### src/rtl/rf_wb_arbiter.sv
// -----------------------------------------------------------------------------
// rf_wb_arbiter
//
// Purpose
//   Shares the single write port of the register file between two writeback
//   requesters (req0 = ALU path, req1 = load/multi-cycle path) using
//   round-robin arbitration and a registered write port. A per-register busy
//   scoreboard lets the issue stage stall on operands with pending writes.
//
// Optional feature
//   RF_WB_FWD_EN : when defined, the registered write port is forwarded to the
//                  two operand check ports and masks their busy indication.
//                  When undefined, fwd_hit*/fwd_data* are tied to 0.
//
// Ports
//   clk, rst                 clock (posedge) and synchronous active-low reset
//   req0_valid/addr/data     requester 0 writeback request
//   req0_ready               requester 0 granted this cycle (combinational)
//   req1_valid/addr/data     requester 1 writeback request
//   req1_ready               requester 1 granted this cycle (combinational)
//   rf_wen/rf_waddr/rf_wdata registered write port to the register file
//   rsv_valid/rsv_addr       issue stage marks a destination register busy
//   chk_addr1/chk_addr2      operand registers to check
//   chk_busy1/chk_busy2      operand has a pending write (combinational)
//   fwd_hit1/fwd_hit2        operand served from the write port this cycle
//   fwd_data1/fwd_data2      forwarded operand data (0 when no hit)
//
// Handshake: a transfer happens in any cycle where reqN_valid && reqN_ready.
// ready is a pure function of both valids, the priority pointer and rst; a
// requester must hold valid/addr/data stable until it sees ready.
// -----------------------------------------------------------------------------
module rf_wb_arbiter #(
   parameter int DATA_WIDTH = 32,
   parameter int ADDR_WIDTH = 5
) (
   input  logic                  clk,
   input  logic                  rst,
   input  logic                  req0_valid,
   input  logic [ADDR_WIDTH-1:0] req0_addr,
   input  logic [DATA_WIDTH-1:0] req0_data,
   output logic                  req0_ready,
   input  logic                  req1_valid,
   input  logic [ADDR_WIDTH-1:0] req1_addr,
   input  logic [DATA_WIDTH-1:0] req1_data,
   output logic                  req1_ready,
   output logic                  rf_wen,
   output logic [ADDR_WIDTH-1:0] rf_waddr,
   output logic [DATA_WIDTH-1:0] rf_wdata,
   input  logic                  rsv_valid,
   input  logic [ADDR_WIDTH-1:0] rsv_addr,
   input  logic [ADDR_WIDTH-1:0] chk_addr1,
   input  logic [ADDR_WIDTH-1:0] chk_addr2,
   output logic                  chk_busy1,
   output logic                  chk_busy2,
   output logic                  fwd_hit1,
   output logic                  fwd_hit2,
   output logic [DATA_WIDTH-1:0] fwd_data1,
   output logic [DATA_WIDTH-1:0] fwd_data2
);

   localparam int NREG = 2 ** ADDR_WIDTH;

   // Priority pointer: 0 favours req0, 1 favours req1 when both are valid.
   logic ptr;

   // Per-register pending-write bits; bit 0 is never set.
   logic [NREG-1:0] busy;
   logic [NREG-1:0] busy_nxt;

   // Selected request for this cycle.
   logic                  xfer;
   logic [ADDR_WIDTH-1:0] sel_addr;
   logic [DATA_WIDTH-1:0] sel_data;

   // ---------------------------------------------------------------------------
   // Arbitration: a lone valid requester always wins; on contention the
   // pointer decides. Both readies are held low during reset.
   // ---------------------------------------------------------------------------
   always_comb begin
      req0_ready = 1'b0;
      req1_ready = 1'b0;
      if (rst) begin
         req0_ready = req0_valid && (!req1_valid || (ptr == 1'b0));
         req1_ready = req1_valid && (!req0_valid || (ptr == 1'b1));
      end
   end

   always_comb begin
      xfer     = 1'b0;
      sel_addr = '0;
      sel_data = '0;
      if (req0_valid && req0_ready) begin
         xfer     = 1'b1;
         sel_addr = req0_addr;
         sel_data = req0_data;
      end else if (req1_valid && req1_ready) begin
         xfer     = 1'b1;
         sel_addr = req1_addr;
         sel_data = req1_data;
      end
   end

   // ---------------------------------------------------------------------------
   // Pointer and registered write port. A granted request to register 0 is
   // consumed (and still rotates the pointer) but never raises rf_wen.
   // rf_waddr/rf_wdata hold their last written values while rf_wen is low.
   // ---------------------------------------------------------------------------
   always_ff @(posedge clk) begin
      if (!rst) begin
         ptr      <= 1'b0;
         rf_wen   <= 1'b0;
         rf_waddr <= '0;
         rf_wdata <= '0;
      end else begin
         rf_wen <= 1'b0;
         if (xfer) begin
            ptr <= req0_ready ? 1'b1 : 1'b0;
            if (sel_addr != '0) begin
               rf_wen   <= 1'b1;
               rf_waddr <= sel_addr;
               rf_wdata <= sel_data;
            end
         end
      end
   end

   // ---------------------------------------------------------------------------
   // Scoreboard. The clear from the write port is applied first so that a
   // reservation of the same register on the same edge overrides it.
   // ---------------------------------------------------------------------------
   always_comb begin
      busy_nxt = busy;
      if (rf_wen) begin
         busy_nxt[rf_waddr] = 1'b0;
      end
      if (rsv_valid) begin
         busy_nxt[rsv_addr] = 1'b1;
      end
      busy_nxt[0] = 1'b0;
   end

   always_ff @(posedge clk) begin
      if (!rst) begin
         busy <= '0;
      end else begin
         busy <= busy_nxt;
      end
   end

   // ---------------------------------------------------------------------------
   // Operand check and optional forwarding from the registered write port.
   // A forward hit means the value is on its way into the register file this
   // cycle, so the operand need not stall even though its busy bit is still 1.
   // ---------------------------------------------------------------------------
   always_comb begin
      fwd_hit1  = 1'b0;
      fwd_hit2  = 1'b0;
      fwd_data1 = '0;
      fwd_data2 = '0;
`ifdef RF_WB_FWD_EN
      if (rf_wen && (rf_waddr == chk_addr1) && (chk_addr1 != '0)) begin
         fwd_hit1  = 1'b1;
         fwd_data1 = rf_wdata;
      end
      if (rf_wen && (rf_waddr == chk_addr2) && (chk_addr2 != '0)) begin
         fwd_hit2  = 1'b1;
         fwd_data2 = rf_wdata;
      end
`else
      fwd_hit1  = 1'b0;
      fwd_hit2  = 1'b0;
`endif
      chk_busy1 = busy[chk_addr1] && !fwd_hit1;
      chk_busy2 = busy[chk_addr2] && !fwd_hit2;
   end

endmodule

### config.mk
export PLATFORM = sky130hd
export DESIGN_NAME = rf_wb_arbiter
export DESIGN_NICKNAME = d
export VERILOG_FILES = /design/src/rtl/rf_wb_arbiter.sv
export SDC_FILE = /design/constraint.sdc
export NUM_CORES = 1
export LEC_CHECK = 0
export CAP_MARGIN = 30
export CORE_AREA = 2 2 95 97
export CTS_CLUSTER_DIAMETER = 60
export DETAILED_ROUTE_END_ITERATION = 8
export DIE_AREA = 0 0 97 99
export DONT_BUFFER_PORTS = 1
export PLACE_DENSITY_LB_ADDON = 0.05
export SYNTH_ARGS = -nofsm -noshare
export SYNTH_HDL_FRONTEND = slang
export SYNTH_SLANG_ARGS = --single-unit
### constraint.sdc
create_clock -name clk -period 6.15 [get_ports clk]
set_clock_uncertainty 0.2 [all_clocks]
set_input_delay 0.9225 -clock clk [delete_from_list [all_inputs] [get_ports clk]]
set_output_delay 0.9225 -clock clk [all_outputs]
set_load 0.02 [all_outputs]
==> metrics.yaml <==
synth.most_common_cell: "nand2_1"
fmax_mhz: 300
finalCritPeriodShare_pct: 54.2
period_minus_slack_ps: 3330
grt.total_usage_pct: 19.6
via_count_of_the_first_global_routing_pass: 2846
1st_pass_router_iterations: 4
finalNonFillerCells: 548
worst-r2r-cell-count: 6
timing.rr.end: "rf_wdata[19]$_SDFFE_PN0P_"
placed_cell_area_um2: 3890
synth.distinct_cells: 35
reg2reg_slack_ps: 4030
route.detailed.wl_per_inst_um: 17.5
path_buf_inv: 0
clk_pin_slew_ps: 70
portBuffers: 0
drt_drc_violations_left: 0
hold_path_class: "reg -> reg"
utilization_pct: 49.1
die_width_um: 97
critical-path-slowest-cell: "mux4_2"
cp.required_ps: 5030
postSynthRegisterBits: 70
first_pass_grt_wire_length_um: 15100
max_cap_violations: 0
total_gr_overflow: 0
slowest_delay_ps: 480
setup_tns_ps: 0
synth_async_sr_flop_share_pct: 0
worst-path-max-fanout: 9
fp-row-count: 34
layout.cell_area.non_filler_um2: 4200
netlist_area_um2: 4140
antenna_found_initial: 0
syn_to_final_growth_pct: 1.27
critical_path_arrival_ps: 2210
use_met1_pct: 24.2
post-layout-total-power_mw: 1.19
final-max-slew-violation-count: 0
die_area_um2: 9600
gp_congestion: 0.866
final_hold_viol_count: 0
setup_viol: 0
clock_sink_count: 70
vias_per_cell: 5.53
clock_tree.buffer_depth: 2
num_io_pins: 202
dp.cells: 531
cts_inserted_buffers: 9
wirelength_um: 9610
max_slew_margin_pct: 54.1
pin_count_of_the_biggest_net_entering_global_routing: 81
rr_startpoint: "ptr$_SDFFE_PN0N_"
cts-root-buf: "clkbuf_8"
ctsHtreeMaxLevel: 3
power.density_cell_area_nw_per_um2: 284
core_region_area_um2: 8550
power.leakage_nw: 1.59
synth_edf_count: 0
holdPathStages: 2
yosys_synthesis_warning_count: 0
ant_nets: 0
crit_path_end_kind: "output port"
synth_top_area_share_pct: 33.8
diodes: 0
met2_usage_pct: 33.3
tightestPinTransition_ps: 686
synth_sequential_area_ratio_pct: 33.8
cts_tree: "yes"
hold_end: "busy[30]$_SDFF_PN0_"
n_fill_cell: 804
floorplan.initialDensity_pct: 48.4
worst_path_dominant_cell_family: "multiplexers"
dp_hpwl_um: 7070
unrepaired_setup_endpoints_after_global_routing: "no"
vdd_ir_drop_max_v: 0.000134
yosys-top-cells-count: "79 x nand2_1, 70 x dfxtp_1, 66 x buf_4, 34 x a21boi_0, 34 x o21ai_0"
worst_path_most_repeated_cell: "mux4_2"
drive_gt1_share_pct: 11.4
postSynth.topFlopCell: "dfxtp_1"
post_synth.cell_area_avg_um2: 9.19
start_kind: "input pin"
clock_latency_ps: 340
min_from: "busy[30]$_SDFF_PN0_"
dr.first_iter.drc_count: 168
synth_area_leaders: "dfxtp_1 34%, buf_4 12%, mux4_2 9.8%, mux2i_1 7.7%, nand2_1 7.2%"
path_cells: "mux4_2, mux4_2, mux2_2"
cts_resized: 0
critPathKind: "in -> out"
synthesis.instances: 451
yosys.area.top_type: "dfxtp_1"
status: "finished clean"
num_vias: 3030
cts.repair_timing.setup_buffer_count: 0
grt_busiest_layer: "met2"
grt_use_met3_pct: 6.10
cts_hold_repair.buffers: 0
final_nets: 529
chipHeight_um: 99
==> state kept, by name, summed over array words and instances, names as in the netlist <==
| name | count |
|---|---|
| busy | 31 |
| ptr | 1 |
| rf_waddr | 5 |
| rf_wdata | 32 |
| rf_wen | 1 |
==> routing by layer <==
layer | vias to the layer above | wire (um)
met4 | 0 | 116
met5 | - | 0
li1 | 1436 | -
met1 | 1442 | 4000
met3 | 9 | 736
met2 | 143 | 4750
==> metrics by stage <==
stage	worst slack, ps	hold slack, ps
2_1_floorplan	2580	263
3_3_place_gp	2830	291
3_5_place_dp	2820	291
4_1_cts	2820	301
5_1_grt	2790	325
6_report	2820	299
==> layout make-up <==
type	instances	area (um^2)	share of cell area (%)
clock buffers	11	151	3.61
well taps	108	135	3.22
clock inverters	5	129	3.07
multi-input cells	348	2330	55.6
repair buffers	4	40.0	0.954
flip-flops and latches	70	1400	33.4
inverters	2	7.51	0.179
==> worst max path at each step <==
stage                            to    startpoint  slack, ps  depth (start not counted)
final                     chk_busy1  chk_addr1[0]       2820                          3
after global routing      chk_busy1  chk_addr1[0]       2790                          3
after CTS                 chk_busy1  chk_addr1[0]       2820                          3
after detailed placement  chk_busy1  chk_addr1[0]       2820                          3
after global placement    chk_busy1  chk_addr1[0]       2830                          3
after floorplan           chk_busy1  chk_addr1[1]       2580                          6
==> report_power, final <==
part,leakage (nW),switching [mW],internal (mW),total [mW]
combinational,0.876,0.0944,0.0565,0.151
sequential,0.571,0.0536,0.480,0.534
clock,0.140,0.176,0.334,0.509
==> cells by family (layout without fill, tap and decap cells) <==
kind of cell           Yosys count  count (layout)  synth area share [%]
AOI/OAI and AO/OA              111             111                  18.8
buffers and inverters           98              22                  15.8
DFF                             70              70                  33.8
muxes                           54              54                  18.6
other                            1              66                0.0905
and+or+nand+nor                117             117                  12.9
==> cell usage in the layout (no fill, tap or decap) <==
| master | count |
|---|---|
| a31oi_1 | 1 |
| a21oi_1 | 1 |
| o32ai_2 | 2 |
| buf_2 | 1 |
| nand2b_1 | 1 |
| buf_4 | 2 |
| mux4_2 | 18 |
| conb_1 | 66 |
| nor2b_1 | 4 |
| o21ai_0 | 34 |
| a21boi_0 | 34 |
| inv_1 | 2 |
| and3_1 | 3 |
| nor3b_1 | 4 |
| a211oi_2 | 1 |
| clkbuf_8 | 11 |
| or3_1 | 1 |
| nand2_1 | 79 |
| bufinv_16 | 4 |
| mux2_2 | 4 |
| mux2i_1 | 32 |
| and2_1 | 2 |
| or3b_2 | 3 |
| a21o_1 | 2 |
| a21bo_2 | 1 |
| dfxtp_1 | 70 |
| and2_2 | 1 |
| nand3b_1 | 5 |
| nor2_1 | 7 |
| nand3_1 | 4 |
| buf_12 | 1 |
| a32o_1 | 3 |
| clkinv_4 | 1 |
| and3b_1 | 2 |
| nor3_1 | 1 |
| a22oi_1 | 32 |
==> worst reg2reg max path, cell delays in order, from the launching register on <==
cell and delay (ps):
dfxtp_1 390, a21boi_0 190, a32o_1 280, a211oi_2 280, and2_2 230, buf_12 240, mux2i_1 230
(Power assumes the default switching activity.)
